[config.mk]
export PLATFORM = sky130hd
export DESIGN_NAME = mul_rem_seq_flat
export DESIGN_NICKNAME = d
export VERILOG_FILES = /design/src/rtl/mul_rem_pkg.sv /design/src/rtl/mul_rem_seq_if.sv /design/src/rtl/mul_rem_step.sv /design/src/rtl/mul_rem_seq.sv /design/src/flat_wrapper.sv
export SDC_FILE = /design/constraint.sdc
export NUM_CORES = 1
export LEC_CHECK = 0
export ABC_AREA = 1
export BUFFER_PORTS_ARGS = -buffer_cell sky130_fd_sc_hd__buf_2
export CELL_PAD_IN_SITES_DETAIL_PLACEMENT = 1
export CELL_PAD_IN_SITES_GLOBAL_PLACEMENT = 2
export CORE_MARGIN = 2
export CORE_UTILIZATION = 37
export CTS_CLUSTER_SIZE = 24
export DETAILED_ROUTE_END_ITERATION = 8
export PLACE_DENSITY = 0.87
export RECOVER_POWER = 100
export SETUP_SLACK_MARGIN = 0.05
export SLEW_MARGIN = 20
export SYNTH_ARGS = -nofsm -noshare
export SYNTH_HDL_FRONTEND = slang
export SYNTH_SLANG_ARGS = --single-unit
export TNS_END_PERCENT = 50
[constraint.sdc]
create_clock -name clk -period 3.9 [get_ports clk]
set_input_delay 0.195 -clock clk [delete_from_list [all_inputs] [get_ports clk]]
set_output_delay 0.195 -clock clk [all_outputs]
set_load 0.01 [all_outputs]
[src/rtl/mul_rem_pkg.sv]
// rtl/mul_rem_pkg.sv - shared widths, state encoding and helpers for the multiply/remainder path
package mul_rem_pkg;

   localparam int DEF_WIDTH = 8;
   localparam int DEF_REM_W = 4;

   typedef enum logic {
      IDLE = 1'b0,
      RUN  = 1'b1
   } state_t;

   // Counter must hold the value WIDTH itself, not just WIDTH-1.
   function automatic int cnt_width(input int w);
      return $clog2(w + 1);
   endfunction

endpackage

[src/rtl/mul_rem_seq_if.sv]
// rtl/mul_rem_seq_if.sv - operand/result bundle between a requester and mul_rem_seq
interface mul_rem_seq_if
   import mul_rem_pkg::*;
#(
   parameter int WIDTH = DEF_WIDTH,
   parameter int REM_W = DEF_REM_W
);
   logic                 start;
   logic [WIDTH-1:0]     dvs;
   logic [WIDTH-1:0]     quo;
   logic [REM_W-1:0]     rem;
   logic                 busy;
   logic                 done;
   logic [2*WIDTH-1:0]   prod;

   modport master (
      output start, dvs, quo, rem,
      input  busy, done, prod
   );

   modport slave (
      input  start, dvs, quo, rem,
      output busy, done, prod
   );
endinterface

[src/rtl/mul_rem_step.sv]
// rtl/mul_rem_step.sv - one shift-add iteration: conditional add, then shift both operands
module mul_rem_step #(
   parameter int WIDTH = 8
) (
   input  logic [2*WIDTH-1:0] acc,
   input  logic [2*WIDTH-1:0] mcand,
   input  logic [WIDTH-1:0]   mplr,
   output logic [2*WIDTH-1:0] acc_nxt,
   output logic [2*WIDTH-1:0] mcand_nxt,
   output logic [WIDTH-1:0]   mplr_nxt
);
   always_comb begin
      acc_nxt   = mplr[0] ? (acc + mcand) : acc;
      mcand_nxt = mcand << 1;
      mplr_nxt  = mplr >> 1;
   end
endmodule

[src/rtl/mul_rem_seq.sv]
// rtl/mul_rem_seq.sv - sequential prod = dvs * quo + rem, one multiplier bit per clock
module mul_rem_seq
   import mul_rem_pkg::*;
#(
   parameter int WIDTH = DEF_WIDTH,
   parameter int REM_W = DEF_REM_W
) (
   input logic          clk,
   input logic          rst,
   mul_rem_seq_if.slave bus
);
   localparam int CW = cnt_width(WIDTH);

   state_t               state_q, state_d;
   logic [2*WIDTH-1:0]   acc_q, acc_d;
   logic [2*WIDTH-1:0]   mcand_q, mcand_d;
   logic [WIDTH-1:0]     mplr_q, mplr_d;
   logic [CW-1:0]        cnt_q, cnt_d;
   logic [2*WIDTH-1:0]   prod_q, prod_d;
   logic                 done_q, done_d;

   logic [2*WIDTH-1:0]   step_acc, step_mcand;
   logic [WIDTH-1:0]     step_mplr;

   mul_rem_step #(.WIDTH(WIDTH)) u_step (
      .acc       (acc_q),
      .mcand     (mcand_q),
      .mplr      (mplr_q),
      .acc_nxt   (step_acc),
      .mcand_nxt (step_mcand),
      .mplr_nxt  (step_mplr)
   );

   always_ff @(posedge clk or posedge rst) begin
      if (rst) begin
         state_q <= IDLE;
         acc_q   <= '0;
         mcand_q <= '0;
         mplr_q  <= '0;
         cnt_q   <= '0;
         prod_q  <= '0;
         done_q  <= 1'b0;
      end else begin
         state_q <= state_d;
         acc_q   <= acc_d;
         mcand_q <= mcand_d;
         mplr_q  <= mplr_d;
         cnt_q   <= cnt_d;
         prod_q  <= prod_d;
         done_q  <= done_d;
      end
   end

   always_comb begin
      state_d = state_q;
      acc_d   = acc_q;
      mcand_d = mcand_q;
      mplr_d  = mplr_q;
      cnt_d   = cnt_q;
      prod_d  = prod_q;
      done_d  = 1'b0;
      case (state_q)
         IDLE: begin
            if (bus.start) begin
               acc_d   = {{(2*WIDTH-REM_W){1'b0}}, bus.rem};
               mcand_d = {{WIDTH{1'b0}}, bus.dvs};
               mplr_d  = bus.quo;
               cnt_d   = CW'(WIDTH);
               state_d = RUN;
            end
         end
         RUN: begin
            acc_d   = step_acc;
            mcand_d = step_mcand;
            mplr_d  = step_mplr;
            cnt_d   = cnt_q - CW'(1);
            // The last iteration's add lands directly in prod, not a cycle later.
            if (cnt_q == CW'(1)) begin
               prod_d  = step_acc;
               done_d  = 1'b1;
               state_d = IDLE;
            end
         end
         default: state_d = IDLE;
      endcase
   end

   assign bus.busy = (state_q == RUN);
   assign bus.done = done_q;
   assign bus.prod = prod_q;
endmodule

[src/flat_wrapper.sv]
// flat-port wrapper written by rule: the top's interface ports become plain ports
module mul_rem_seq_flat import mul_rem_pkg::*;
#(
   parameter int WIDTH = DEF_WIDTH,
   parameter int REM_W = DEF_REM_W
)
  (clk, rst, bus_start, bus_dvs, bus_quo, bus_rem, bus_busy, bus_done, bus_prod);
  mul_rem_seq_if #(.WIDTH(WIDTH), .REM_W(REM_W)) bus_i ();
  input logic clk;
  input logic rst;
  input wire logic [$bits(bus_i.start)-1:0] bus_start;
  input wire logic [$bits(bus_i.dvs)-1:0] bus_dvs;
  input wire logic [$bits(bus_i.quo)-1:0] bus_quo;
  input wire logic [$bits(bus_i.rem)-1:0] bus_rem;
  output wire logic [$bits(bus_i.busy)-1:0] bus_busy;
  output wire logic [$bits(bus_i.done)-1:0] bus_done;
  output wire logic [$bits(bus_i.prod)-1:0] bus_prod;
  assign bus_i.start = bus_start;
  assign bus_i.dvs = bus_dvs;
  assign bus_i.quo = bus_quo;
  assign bus_i.rem = bus_rem;
  assign bus_busy = bus_i.busy;
  assign bus_done = bus_i.done;
  assign bus_prod = bus_i.prod;
  mul_rem_seq #(.WIDTH(WIDTH), .REM_W(REM_W)) u_core (.clk(clk), .rst(rst), .bus(bus_i));
endmodule
==> impl_results.md <==
* Outcome: completed
* WP data required at between 4 and 5 ns
* Core area at 0.00933 sq mm
* Maximum clock insertion buffer count at 2
* Post-Synthesis Cells at 465
* Congestion Overflow GR at 0
* Root Buffer: clkbuf_8
* Hold-fix buffer count after cts at 1
* Crit path DAT at 2.79 ns
* Post-DP Area at between 0.003 and 0.004 sq mm
* # setup viols final at 0
* Post-Layout Inst Area at 0.00403 sq mm
* Drt pass-1 iters at 4
* Synth top area share at 43.1%
* WL final at 9.65 mm
* Worst hold margin at 0.0358 ns
* Hpwl dp at 7.02 mm
* Multi-input gate area at 0.00168 sq mm
* Die X at 103 microns
* Total Routing Usage GR at between 20 and 25%
* Max-slew violation count at 0
* Period utilisation layout at 66.2%
* Residual DRC at 0
* Startpoint class of the critical path: register
* Syn nets at 506
* Vias/cell at between 4 and 5
* CP Max Fanout at 20
* Synth Area in Compound Gates at 9.12%
* WL/cell at 15.1 microns
* # IOs at 41
* Clk_lat worst skew at around 0.36 ns
* Mux cell area share after synthesis at 0%
* Leading cell type in the layout, fill and taps excluded: nand2_1
* Fmax at a little under 400 MHz
* Yosys top cell by area: dfrtp_1
* Via count at a little over 3000
* FP Rows at 35
* Final std cells w/o fill at 638
* Clock sinks at 62
* DRT iter0 DRCs at 69
* Max incr delay on CP at 0.63 ns
* Worst path slowest cell: clkbuf_1
* Antenna Nets Post-Route at 0
* Max_cap viols at 0
* Lkg Pwr at around 2.1 nW
* Share of layout cells above drive strength 1 at a little under an eighth
* Syn avg cell area at 7.73 sq um
* Placed Instances at 621
* Synth Area in Adders at under 10%
* Number of synthesized flops with an enable pin at 0
* Maximum VDD drop at 353 uV
* Fillers at 1192
* Ant diodes at 0
* CP endpoint kind: register
* Post-CTS sizing at 0
* Async set or reset register ratio after synthesis at 100%
* HP Class: in -> reg
* Total Power at 3.52 mW
* Total clock buffers created by CTS at 9
* Netlist cell types at 34
* Flops & latches, synth at 62
* H-tree depth at 3
* Mapped cell area at 0.00360 sq mm
* Setup Buffers After CTS at 0
* Synth top area cells: dfrtp_1 43%, nand2_1 17%, inv_1 6.1%
* Reg area at 0.00155 sq mm
* Worst path top cell family by delay: buffers and inverters
* Worst slew margin at 26.9%
* Die Ht at 103 microns
* Min Tclk post-route at 2.58 ns
* XOR/XNOR share of the synthesized area at less than 1%
* Power per Cell Area at 875 mW/mm^2
* Initial antenna violation count at 0
* Layout area overhead at 11.9%
* Total negative slack at 0 ns
* Hold Violations, Final at 0
* Crit path buf inv count at 2
* Post-synthesis sequential area ratio at 43.1%
* IO buf count at 40
* Clock slew at reported path FFs at approximately 0.08 ns
* Starting Density at between 30 and 40%
* First-pass GRT wire length at roughly 16 mm
* CTS tree: yes
* Synth Warn # at 0
* Main synth FF type: dfrtp_1
* Worst setup path category: reg -> reg
* Crit path top cell by count: nand2_1
* Commonest non-fill, non-tap cells in the layout: 166 x nand2_1, 61 x dfrtp_1, 59 x inv_1, 44 x nand3_1, 23 x buf_2
* Simple-Gate Fraction of Synth Area at between 30% and 40%
* Die area at ~0.011 sq mm
* Vias in the first global route at 3300
* Critical-path cell list: clkbuf_1, nand2_1, nor3_4, inv_2, nand2_1, o21ai_0
* Unrepaired setup endpoints after global routing: no
* Slew at the pin closest to its max-slew limit at roughly 1.1 ns
* Largest net degree at the start of global routing at 36
* Largest family of logic cells by synthesized area: simple AND/OR/NAND/NOR gates
* Routability cong. at 0.819
* Skew final at 0.0105 ns
* Final nets at 545
==> cell type report <==
cell class / instances / area share (%)
clock inverter: 6 / 1.55
sequential: 62 / 38.6
clock buffer: 10 / 3.17
tap: 129 / 4.01
timing repair buffer: 45 / 5.35
inverter: 61 / 5.69
multi-input combinational: 325 / 41.7
==> power by group <==
group,internal [mW],leakage [nW],switching (mW)
registers,0.927,0.785,0.244
clock network,0.293,0.0883,0.280
logic,0.647,1.21,1.13
total,1.87,2.08,1.66
==> registers in the layout, indices dropped and copies added, names as in the netlist <==
name / count
u_core.bus.done: 1
u_core.mplr_q: 8
u_core.bus.busy: 1
u_core.bus.prod: 16
u_core.acc_q: 16
u_core.cnt_q: 4
u_core.mcand_q: 16
==> worst reg2reg max path: stages (launching register included) <==
cell and delay [ns]:
dfrtp_1 0.35, clkbuf_1 0.63, nand2_1 0.20, nor3_4 0.61, inv_2 0.37, nand2_1 0.16
o21ai_0 0.11
==> cell usage after synthesis (all sizes together), types with 3 or more instances <==
library cell and number:
a21oi 8, a22oi 3, a31oi 3, buf 13
clkbuf 4, dfrtp 62, ha 17, inv 61
nand2 171, nand3 45, nor2 16, nor3 4
o211ai 6, o21ai 18, o22ai 9, or2 10
==> layer usage <==
metal	track usage (%)	wire length (microns)	up-vias
met5	0	0	-
met4	6.15	130	0
met3	4.41	252	10
met2	33.7	4380	37
met1	28.1	4880	1500
li1	-	-	1561
==> cell families after synthesis <==
kind of cell | after synthesis
buffers and inverters | 78
AOI/OAI and AO/OA | 53
xor gates and xnor gates | 4
and+or+nand+nor | 250
DFF | 62
adders and majority gates | 18
==> stage by stage <==
stage	utilization (%)	worst slack, ns
floorplan	-	2.15
global placement	41.6	1.86
detailed placement	41.6	1.79
CTS	43.7	1.80
global route	43.2	1.03
finish	43.2	1.32
==> path summary, 6_finish.rpt <==
path                                           from                  end  slack (ns)  cells after the start
worst min register to register  u_core.bus.prod[15]  u_core.bus.prod[15]        0.48                      2
worst max register to register      u_core.bus.busy   u_core.bus.prod[6]        1.32                      6
min in group asynchronous                       rst      u_core.cnt_q[0]        0.65                      3
worst min-delay path                     bus_quo[7]     u_core.mplr_q[7]        0.04                      3
max in group asynchronous                       rst     u_core.mplr_q[0]        2.14                      4
worst max-delay path                u_core.bus.busy   u_core.bus.prod[6]        1.32                      6
No activity file was read; power rests on OpenSTA's default activity.
